File: config.mk
export PLATFORM = sky130hd
export DESIGN_NAME = ucapture16_flat
export DESIGN_NICKNAME = d
export VERILOG_FILES = /design/src/rtl/ucapture16_if.sv /design/src/rtl/ucapture16.sv /design/src/flat_wrapper.sv
export SDC_FILE = /design/constraint.sdc
export NUM_CORES = 1
export LEC_CHECK = 0
export ABC_AREA = 1
export BUFFER_PORTS_ARGS = -buffer_cell sky130_fd_sc_hd__buf_4
export CAP_MARGIN = 20
export CELL_PAD_IN_SITES_DETAIL_PLACEMENT = 1
export CELL_PAD_IN_SITES_GLOBAL_PLACEMENT = 2
export CORE_ASPECT_RATIO = 0.7
export CORE_MARGIN = 8
export CORE_UTILIZATION = 38
export DETAILED_ROUTE_END_ITERATION = 7
export PLACE_DENSITY = 0.88
export RECOVER_POWER = 25
export SLEW_MARGIN = 25
export SYNTH_ARGS = -nofsm -noshare
export SYNTH_HDL_FRONTEND = slang
export SYNTH_SLANG_ARGS = --single-unit
File: constraint.sdc
create_clock -name clk -period 2.3 [get_ports clk]
set_input_delay 0.46 -clock clk [delete_from_list [all_inputs] [get_ports clk]]
set_output_delay 0.46 -clock clk [all_outputs]
set_load 0.005 [all_outputs]
File: src/rtl/ucapture16_if.sv
// Capture-FIFO bus bundle for ucapture16: counter inputs, pop request and FIFO status.
// Optional cap_src tag lane is present only when UCAPTURE_TAG_EN is defined.
interface ucapture16_if;
   logic [15:0] dcount;
   logic        overflow;
   logic        _ovf_en;
   logic        _trig;
   logic        _rd;
   logic [15:0] cap_data;
   logic        cap_valid;
   logic [2:0]  fifo_count;
   logic        fifo_full;
   logic        dropped;
`ifdef UCAPTURE_TAG_EN
   logic [1:0]  cap_src;
`endif

   modport master (
      output dcount, overflow, _ovf_en, _trig, _rd,
`ifdef UCAPTURE_TAG_EN
      input  cap_src,
`endif
      input  cap_data, cap_valid, fifo_count, fifo_full, dropped
   );

   modport slave (
      input  dcount, overflow, _ovf_en, _trig, _rd,
`ifdef UCAPTURE_TAG_EN
      output cap_src,
`endif
      output cap_data, cap_valid, fifo_count, fifo_full, dropped
   );
endinterface

File: src/rtl/ucapture16.sv
// Counter-value capture unit: trigger/overflow rising edges push dcount into a 4-deep show-ahead FIFO.
// Define UCAPTURE_TAG_EN to store and present a 2-bit capture-source tag (cap_src) per entry.
module ucapture16 (
   input  logic          clk,
   input  logic          _sreset,
   ucapture16_if.slave   bus
);

   logic        ovf_d;
   logic        trig_d;
   logic [1:0]  wr_ptr;
   logic [1:0]  rd_ptr;
   logic [2:0]  count;
   logic        dropped_q;
   logic [15:0] mem [4];
`ifdef UCAPTURE_TAG_EN
   logic [1:0]  src_mem [4];
`endif

   logic ovf_evt;
   logic trig_evt;
   logic evt;
   logic full;
   logic pop;
   logic push;

   always_comb begin
      ovf_evt  = bus.overflow & ~ovf_d & bus._ovf_en;
      trig_evt = bus._trig & ~trig_d;
      evt      = ovf_evt | trig_evt;
      full     = (count == 3'd4);
      pop      = bus._rd && (count != 3'd0);
      // A full FIFO still accepts the event when the head leaves in the same cycle.
      push     = evt && (!full || pop);
   end

   // NOTE: sequential state uses non-blocking assignments so every register samples pre-edge values.
   always_ff @(posedge clk) begin
      if (_sreset) begin
         // Edge detectors track the live inputs so a level held across release is not an edge.
         ovf_d     <= bus.overflow;
         trig_d    <= bus._trig;
         wr_ptr    <= 2'd0;
         rd_ptr    <= 2'd0;
         count     <= 3'd0;
         dropped_q <= 1'b0;
      end else begin
         ovf_d  <= bus.overflow;
         trig_d <= bus._trig;
         if (push) wr_ptr <= wr_ptr + 2'd1;
         if (pop)  rd_ptr <= rd_ptr + 2'd1;
         count <= count + {2'b00, push} - {2'b00, pop};
         if (evt && full && !pop) dropped_q <= 1'b1;
      end
   end

   // NOTE: storage has no reset; cap_valid gates its contents, so clearing it would only cost logic.
   always_ff @(posedge clk) begin
      if (!_sreset && push) begin
         mem[wr_ptr] <= bus.dcount;
`ifdef UCAPTURE_TAG_EN
         src_mem[wr_ptr] <= {ovf_evt, trig_evt};
`endif
      end
   end

   assign bus.cap_data   = mem[rd_ptr];
   assign bus.cap_valid  = (count != 3'd0);
   assign bus.fifo_count = count;
   assign bus.fifo_full  = full;
   assign bus.dropped    = dropped_q;
`ifdef UCAPTURE_TAG_EN
   assign bus.cap_src    = src_mem[rd_ptr];
`endif

endmodule

File: src/flat_wrapper.sv
// flat-port wrapper written by rule: the top's interface ports become plain ports
module ucapture16_flat 
  (clk, _sreset, bus_dcount, bus_overflow, bus__ovf_en, bus__trig, bus__rd, bus_cap_data, bus_cap_valid, bus_fifo_count, bus_fifo_full, bus_dropped);
  ucapture16_if bus_i ();
  input  logic clk;
  input  logic _sreset;
  input wire logic [$bits(bus_i.dcount)-1:0] bus_dcount;
  input wire logic [$bits(bus_i.overflow)-1:0] bus_overflow;
  input wire logic [$bits(bus_i._ovf_en)-1:0] bus__ovf_en;
  input wire logic [$bits(bus_i._trig)-1:0] bus__trig;
  input wire logic [$bits(bus_i._rd)-1:0] bus__rd;
  output wire logic [$bits(bus_i.cap_data)-1:0] bus_cap_data;
  output wire logic [$bits(bus_i.cap_valid)-1:0] bus_cap_valid;
  output wire logic [$bits(bus_i.fifo_count)-1:0] bus_fifo_count;
  output wire logic [$bits(bus_i.fifo_full)-1:0] bus_fifo_full;
  output wire logic [$bits(bus_i.dropped)-1:0] bus_dropped;
  assign bus_i.dcount = bus_dcount;
  assign bus_i.overflow = bus_overflow;
  assign bus_i._ovf_en = bus__ovf_en;
  assign bus_i._trig = bus__trig;
  assign bus_i._rd = bus__rd;
  assign bus_cap_data = bus_i.cap_data;
  assign bus_cap_valid = bus_i.cap_valid;
  assign bus_fifo_count = bus_i.fifo_count;
  assign bus_fifo_full = bus_i.fifo_full;
  assign bus_dropped = bus_i.dropped;
  ucapture16 u_core (.clk(clk), ._sreset(_sreset), .bus(bus_i));
endmodule
==> summary.txt, run 1 <==
Run status
  • Status: finished, final reports clean

STA
  • RSZ-0062 raised after global routing: no
  • Max Freq: 474 MHz
  • Worst-margin pin slew: 0.568 ns
  • Worst Skew: 0.0110 ns
  • Post-layout minimum cycle time: 2.11 ns
  • Final Setup Violations: 0
  • Max-slew headroom: 0.621
  • Setup TNS Final: 0 ns
  • Final Max Slew Viols: 0
  • Final period utilization: 0.918
  • Final hold vios: 0

Clock tree
  • CTS Sinks: 76
  • Reg clk slew, reported paths: 0.08 ns
  • Post_cts resized: 0
  • CTS H-tree depth: 3
  • Clock root buffer master: clkbuf_8
  • Clk Latency, worst-skew pair: 0.34 ns
  • Setup Buffers After CTS: 0
  • CTS Buf Count: 9
  • Hold_buf cts: 0
  • CTS tree: done
  • CTS Buffer Depth: 2

Die
  • Initial Util: 0.385
  • Row count: 27
  • Io pins: 44
  • Die ar.: 11000 um^2
  • Die Height: 90.1 um
  • Core ar.: 7740 um^2
  • Chip Width: 122 um

Placement
  • Port buffer count: 43
  • Placed inst area: 3440 um^2
  • DP HPWL: 4520 um
  • Final GP Congestion: 0.700

Layout
  • Layout area overhead: 20.6%
  • Leading cell type in the layout, fill and taps excluded: edfxtp_1
  • Nets: 320
  • Number of fill cells: 827
  • Layout cell share with drive strength beyond 1: 0.226
  • Most frequent cells in the layout: edfxtp_1, nor2_1, buf_4
  • Ant diodes: 0
  • Final Instance Area: 3590 um^2
  • Area of the multi-input gates: 674 um^2
  • Storage cell area: 2160 um^2

Setup path
  • Arrival time of the worst setup path: 1.65 ns
  • CP Class: reg2out
  • Setup crit start kind: flop
  • WP depth: 4
  • Worst-path fanout max: 32
  • CP required: 1.84 ns
  • Critical Path Sink Type: primary output
  • Worst R2R Path Depth: 11
  • Reg2reg end: u_core.bus.fifo_count[2]$_SDFF_PP0_
  • R2R Setup Slk: 0.22 ns
  • Reg-to-reg startpoint: u_core.bus.fifo_count[1]$_SDFF_PP0_
  • Crit-path cells: inv_2, nor2_1, o22ai_1, buf_4
  • CP max stage delay: 0.43 ns
  • Crit path to: bus_cap_data[1]
  • CP max-delay cell: inv_2
  • Critical path buffers and inverters: 2
  • Crit-path leading delay family: buffers and inverters

Synth
  • Syn Inst Count: 238
  • Avg Cell Area, Syn: 12.5 um^2
  • Seq cells post-synth: 76
  • Sequential share of the synthesized area: 0.726
  • Synth unique cells: 19
  • Post-Syn Area: 2980 um^2
  • Ys Warns: 0
  • Syn Nets: 267

Routing
  • Initial DRT Pass Iterations: 5
  • Wire per inst: 17.3 um
  • Via Count: 1938
  • Drt first-iter violations: 139
  • Vias per inst: 4.88
  • DRC errors left: 0
  • Detailed Route WL: 6850 um
  • ANT nets after route: 0

GRT
  • GR Util met3: 0.0412
  • Largest net degree at the start of global routing: 33
  • Initial antenna violation count: 0
  • First-pass GRT wire length: 10800 um
  • Number of global-route vias before repair: 2109
  • GRT Resource Usage Total: 0.128
  • GRT overflow: 0
  • GRT busiest layer: met2
  • Met2 GRT Util: 0.226
  • GR Util met1: 0.137

Power and ir drop
  • Seq pwr share: 0.458
  • Pleak: 1.34 nW
  • Clock power frac: 0.276
  • Power share of the combinational group: 0.266
  • Switching part of the total: 0.311
  • Pwr Density: 1010 nW/um^2
  • Switching power: 1.13 mW
  • P_int: 2.51 mW
  • Max IR drop VDD: 0.000406 V

Flow run
  • Maxcap violations: 0

Hold path
  • Hold crit path type: in2reg
  • Hold_sp: bus_overflow
-- synth_stat cells --
master / instances / share of area
a21oi_1: 5 / 0.0084
buf_2: 6 / 0.010
buf_4: 2 / 0.0050
dfxtp_1: 12 / 0.081
edfxtp_1: 64 / 0.65
fa_1: 1 / 0.0067
ha_1: 6 / 0.025
inv_1: 19 / 0.024
inv_2: 7 / 0.0088
nand2_1: 14 / 0.018
nand2_2: 3 / 0.0063
nand3_1: 4 / 0.0067
nand3_4: 1 / 0.0059
nor2_1: 42 / 0.053
nor2_2: 1 / 0.0021
nor2_4: 1 / 0.0038
o21ai_0: 4 / 0.0067
o21ai_1: 30 / 0.050
o22ai_1: 16 / 0.034
-- metrics by stage --
stage          power, mW  setup WS (ns)  utilization  hold WS (ns)  std cells
2_1_floorplan       2.22          0.362            -         0.441        238
3_3_place_gp        2.64          0.396        0.444         0.437        381
3_5_place_dp        2.69          0.267        0.444         0.452        381
4_1_cts             3.70          0.135        0.470         0.212        397
5_1_grt             3.84         0.0888        0.464         0.232        397
6_report            3.64          0.189        0.464         0.254        397
-- registers in the layout, indices dropped and copies added, names as in the netlist, named ones only --
signal / flops
u_core.mem: 64
u_core.bus.fifo_count: 3
u_core.rd_ptr: 2
u_core.wr_ptr: 2
u_core.bus.dropped: 1
u_core.ovf_d: 1
u_core.trig_d: 1
-- final cells by class --
cell class              instances  share of cell area
clock buffers                   9              0.0345
clock inverters                 7              0.0209
inverters                      26              0.0272
multi-input cells             128               0.188
flip-flops and latches         76               0.602
well taps                     101              0.0352
repair buffers                 50              0.0930
-- metal layers --
metal,vias up,wire length [um],part of all wire
li1,942,-,-
met1,937,2810,0.41
met2,46,3560,0.52
met3,13,368,0.054
met4,0,119,0.017
met5,-,0,0
-- power groups by stage --
| stage | combinational (mW) | sequential (mW) | clock (mW) |
|---|---|---|---|
| final | 0.968 | 1.67 | 1.01 |
| after global routing | 1.08 | 1.68 | 1.08 |
| after CTS | 1.00 | 1.67 | 1.03 |
| after detailed placement | 0.990 | 1.70 | 0 |
| after global placement | 0.949 | 1.69 | 0 |
| after floorplan | 0.540 | 1.68 | 0 |
-- worst min-delay path by stage --
stage                                      end  slack [ns]  depth (start not counted)
5_1_grt                   u_core.ovf_d$_DFF_P_        0.23                          1
2_1_floorplan  u_core.bus.dropped$_SDFFE_PP0P_        0.44                          2
6_report                  u_core.ovf_d$_DFF_P_        0.25                          1
4_1_cts                   u_core.ovf_d$_DFF_P_        0.21                          1
3_5_place_dp   u_core.bus.dropped$_SDFFE_PP0P_        0.45                          2
3_3_place_gp   u_core.bus.dropped$_SDFFE_PP0P_        0.44                          2
-- kinds of logic after synthesis --
group,after synthesis,share of synthesized area
buffers and inverters,34,0.0479
AND/OR/NAND/NOR,66,0.0953
adder cells (fa/ha/maj),7,0.0319
AO/OA/AOI/OAI,55,0.0991
flip-flops,76,0.726
No activity file was read; power rests on OpenSTA's default activity.
==> run 2: changes to the inputs <==
Settings changed: CELL_PAD_IN_SITES_DETAIL_PLACEMENT 1 to default, CELL_PAD_IN_SITES_GLOBAL_PLACEMENT 2 to default, CORE_UTILIZATION 38 to 50, PLACE_DENSITY 0.88 to 0.81, SLEW_MARGIN 25 to 40.
==> summary.txt, run 2 (synthesis gave the netlist of run 1 again) <==
Run status
  • Status: finished, final reports clean

Routing
  • Vias per inst: 5.08
  • Detailed Route WL: 5740 um
  • Via Count: 1885
  • Wire per inst: 15.5 um
  • DRC errors left: 0
  • ANT nets after route: 0
  • Drt first-iter violations: 95
  • Initial DRT Pass Iterations: 5

Die
  • Die ar.: 8720 um^2
  • Chip Width: 108 um
  • Initial Util: 0.520
  • Io pins: 44
  • Die Height: 80.6 um
  • Core ar.: 5730 um^2
  • Row count: 23

Layout
  • Most flop-heavy register: u_core.mem
  • Leading cell type in the layout, fill and taps excluded: edfxtp_1
  • Max FFs per register: 64
  • Ant diodes: 0
  • Finished Core Util: 0.615
  • Layout cell share with drive strength beyond 1: 0.226
  • Nets: 320
  • Layout area overhead: 18.3%
  • Final Instance Area: 3520 um^2
  • Most frequent cells in the layout: edfxtp_1, nor2_1, buf_4

STA
  • Final Setup Violations: 0
  • Max-slew headroom: 0.627
  • Final hold vios: 0
  • Final Max Slew Viols: 0
  • Post-layout minimum cycle time: 2.01 ns
  • Setup TNS Final: 0 ns
  • Final period utilization: 0.874
  • RSZ-0062 raised after global routing: no
  • Max Freq: 498 MHz
  • Worst Skew: 0.00923 ns
  • Hold Slack: 0.252 ns
  • Worst-margin pin slew: 0.559 ns

Clock tree
  • CTS H-tree depth: 3
  • Reg clk slew, reported paths: 0.07 ns
  • Hold_buf cts: 0
  • Setup Buffers After CTS: 0
  • Clock root buffer master: clkbuf_8
  • CTS tree: done
  • Clk Latency, worst-skew pair: 0.34 ns
  • CTS Buf Count: 9
  • Post_cts resized: 0
  • CTS Sinks: 76
  • CTS Buffer Depth: 2

Setup path
  • Critical Path Sink Type: primary output
  • Setup crit start kind: flop
  • CP Class: reg2out
  • Reg-to-reg startpoint: u_core.bus.fifo_count[1]$_SDFF_PP0_
  • Arrival time of the worst setup path: 1.55 ns
  • CP required: 1.84 ns
  • Worst-path fanout max: 32

Placement
  • Final GP Congestion: 0.751
  • Port buffer count: 43
  • Placed inst area: 3400 um^2
  • DP HPWL: 3830 um

Power and ir drop
  • Power share of the combinational group: 0.273
  • Seq pwr share: 0.487
  • Clock power frac: 0.240
  • Pwr Density: 966 nW/um^2
  • Max IR drop VDD: 0.000427 V
  • P_int: 2.38 mW
  • Pleak: 1.33 nW
  • Switching part of the total: 0.302
  • Switching power: 1.03 mW

GRT
  • First-pass GRT wire length: 9580 um
  • GRT overflow: 0
  • Largest net degree at the start of global routing: 33
  • GRT Resource Usage Total: 0.146
  • Number of global-route vias before repair: 1925
  • Initial antenna violation count: 0

Hold path
  • Hold_sp: bus__trig
  • Hold crit path type: in2reg

Flow run
  • Maxcap violations: 0
==> run 2: changes by cell type in the layout (fill, tap and decap cells not counted), sizes merged <==
cell	delta
clkinvlp	-1
inv	-2
buf	+1
clkinv	+3
bufinv	-1
==> run 2: per-layer routing <==
layer	up-vias	track usage	share of wire
li1	939	-	-
met1	890	0.173	0.44
met2	52	0.235	0.49
met3	4	0.0560	0.058
met4	0	0.0599	0.011
met5	-	0	0
==> run 2: area by class of cell <==
class,count,area (um^2)
fill,434,2200
inverter,26,97.6
timing repair buffer,50,338
tap,75,93.8
multi-input combinational,128,674
sequential,76,2160
clock buffer,10,128
clock inverter,6,31.3
==> run 2: worst max-delay path, cell delays in order, from the launching register on <==
cell	delay (ns)
dfxtp_1	0.32
inv_2	0.41
nor2_1	0.10
o22ai_1	0.22
buf_4	0.15
==> run 2: final timing paths <==
path	to	slack (ns)	cells past startpoint
setup / recovery	bus_cap_data[11]	0.29	4
hold / removal	u_core.trig_d$_DFF_P_	0.25	1
setup reg to reg	u_core.bus.fifo_count[2]$_SDFF_PP0_	0.32	11
hold reg to reg	u_core.bus.dropped$_SDFFE_PP0P_	0.45	2
==> run 2: stage by stage <==
step	setup WS, ns	instances	power, mW
after detailed placement	0.323	355	2.64
after global placement	0.416	355	2.61
after global routing	0.125	371	3.62
after CTS	0.254	371	3.45
final	0.290	371	3.41
after floorplan	0.362	238	2.22
==> run 2: power by group through the flow <==
stage	combinational, mW	clock, mW	sequential, mW
6_report	0.930	0.818	1.66
5_1_grt	1.05	0.898	1.67
4_1_cts	0.955	0.842	1.66
3_5_place_dp	0.952	0	1.69
3_3_place_gp	0.922	0	1.68
2_1_floorplan	0.540	0	1.68
==> run 3: changes to the inputs <==
Settings changed: ABC_AREA 1 to 0, CTS_CLUSTER_DIAMETER from default to 200.
==> summary.txt, run 3 <==
STA
  • Setup ws final: 0.159 ns
  • RSZ-0062 raised after global routing: no
  • Setup TNS Final: 0 ns
  • Final Setup Violations: 0
  • Max-slew headroom: 0.736
  • Final hold vios: 0
  • Final Max Slew Viols: 0
  • Max Freq: 467 MHz
  • Worst-margin pin slew: 0.391 ns
  • Final period utilization: 0.931
  • Post-layout minimum cycle time: 2.14 ns
  • Worst Skew: 0.0101 ns

Setup path
  • Crit-path cells: o31a_2, ha_1, inv_1, ha_1, inv_1, fa_1, xor2_1, and2_1, nor3_1
  • CP max stage delay: 0.39 ns
  • Arrival time of the worst setup path: 2.40 ns
  • CP required: 2.56 ns
  • Crit-path leading delay family: adder cells
  • Worst-path fanout max: 8
  • Critical Path Sink Type: flop
  • CP Class: reg2reg
  • Critical path buffers and inverters: 2
  • CP max-delay cell: o31a_2
  • Setup crit start kind: flop

Layout
  • Most frequent cells in the layout: edfxtp_1, buf_4, mux4_2
  • Final Instance Area: 3520 um^2
  • Layout cell share with drive strength beyond 1: 0.405
  • Leading cell type in the layout, fill and taps excluded: edfxtp_1
  • Ant diodes: 0
  • Max FFs per register: 64
  • Nets: 229
  • Most flop-heavy register: u_core.mem
  • Layout area overhead: 21.2%

Synth
  • Area leader, netlist: edfxtp_1
  • Synth top area share: 0.662
  • Ys flop type: edfxtp_1
  • Seq cells post-synth: 76
  • Post-synth EDFFs: 64
  • Syn Inst Count: 142
  • Sequential share of the synthesized area: 0.745
  • Most numerous cell in the Yosys netlist: edfxtp_1
  • Post-Syn Area: 2900 um^2
  • Syn Nets: 171
  • Asr flop ratio synth: 0
  • Largest cells by area after synthesis: edfxtp_1, mux4_2, dfxtp_1, ha_1, nor3b_1
  • Synth top cells by count: edfxtp_1, mux4_2, dfxtp_1, nor2_1
  • Synth unique cells: 29
  • Ys Warns: 0
  • Avg Cell Area, Syn: 20.5 um^2

Clock tree
  • Hold_buf cts: 0
  • CTS H-tree depth: 3
  • Clk Latency, worst-skew pair: 0.34 ns
  • Setup Buffers After CTS: 0
  • CTS Buf Count: 9
  • CTS Sinks: 76
  • CTS Buffer Depth: 2
  • CTS tree: done
  • Reg clk slew, reported paths: 0.08 ns
  • Clock root buffer master: clkbuf_8
  • Post_cts resized: 0

Die
  • Initial Util: 0.512
  • Die ar.: 8540 um^2
  • Die Height: 79.8 um
  • Chip Width: 107 um
  • Io pins: 44
  • Row count: 23
  • Core ar.: 5670 um^2

GRT
  • First-pass GRT wire length: 8030 um
  • Largest net degree at the start of global routing: 17
  • Initial antenna violation count: 0
  • GRT Resource Usage Total: 0.128
  • Number of global-route vias before repair: 1620
  • GRT overflow: 0

Routing
  • Initial DRT Pass Iterations: 5
  • Via Count: 1439
  • Drt first-iter violations: 96
  • Vias per inst: 5.14
  • Met2 Routed Length: 2890 um
  • Top sig layer: met4
  • DRC errors left: 0
  • ANT nets after route: 0
  • WL met3: 286 um
  • Detailed Route WL: 5230 um
  • Met1 Wirelength: 2020 um
  • Wire per inst: 18.7 um

Placement
  • Placed inst area: 3380 um^2
  • Port buffer count: 43
  • Final GP Congestion: 0.695
  • DP HPWL: 3690 um
  • Worst slack, placed: 0.176 ns

Flow run
  • Maxcap violations: 0

Hold path
  • Hold crit path type: in2reg

Power and ir drop
  • Max IR drop VDD: 0.000528 V
  • Pwr Density: 975 nW/um^2
  • Pleak: 1.21 nW

Run status
  • Status: finished, final reports clean
[run 3: worst paths after layout]
| check | cells past startpoint | to | from | slack, ns |
|---|---|---|---|---|
| worst min register to register | 2 | u_core.bus.dropped$_SDFFE_PP0P_ | u_core.bus.dropped$_SDFFE_PP0P_ | 0.46 |
| worst max register to register | 9 | u_core.bus.fifo_count[2]$_SDFF_PP0_ | u_core.bus.fifo_count[2]$_SDFF_PP0_ | 0.16 |
| worst max-delay path | 9 | u_core.bus.fifo_count[2]$_SDFF_PP0_ | u_core.bus.fifo_count[2]$_SDFF_PP0_ | 0.16 |
| worst min-delay path | 1 | u_core.trig_d$_DFF_P_ | bus__trig | 0.26 |
[run 3: kinds of logic after synthesis]
group	share of synthesized area
DFF	0.745
muxes	0.133
and+or+nand+nor	0.0452
AOI/OAI and AO/OA	0.0164
xor gates and xnor gates	0.00905
adders and majority gates	0.0327
buffers and inverters	0.0194
[run 3: routing by layer]
layer / vias up / track usage
met4: 0 / 0.0601
met2: 42 / 0.235
met1: 717 / 0.128
met5: - / 0
met3: 7 / 0.0435
li1: 673 / -
[run 3: final cells by class]
type	count	area, um^2
sequential	76	2160
fill	389	2150
multi-input combinational	54	706
timing repair buffer	52	345
clock buffer	9	124
tap	75	93.8
clock inverter	7	57.6
inverter	7	31.3
[run 3: stage by stage]
step	total power, mW	hold WS, ns	util	instances
4_1_cts	3.48	0.219	0.629	280
2_1_floorplan	2.17	0.442	-	142
5_1_grt	3.59	0.236	0.621	280
6_report	3.43	0.257	0.621	280
3_5_place_dp	2.58	0.451	0.597	264
3_3_place_gp	2.53	0.439	0.597	264
[run 3: power breakdown]
part           internal [mW]  switching [mW]
Clock                  0.404           0.501
Sequential              1.58          0.0734
Combinational          0.507           0.363
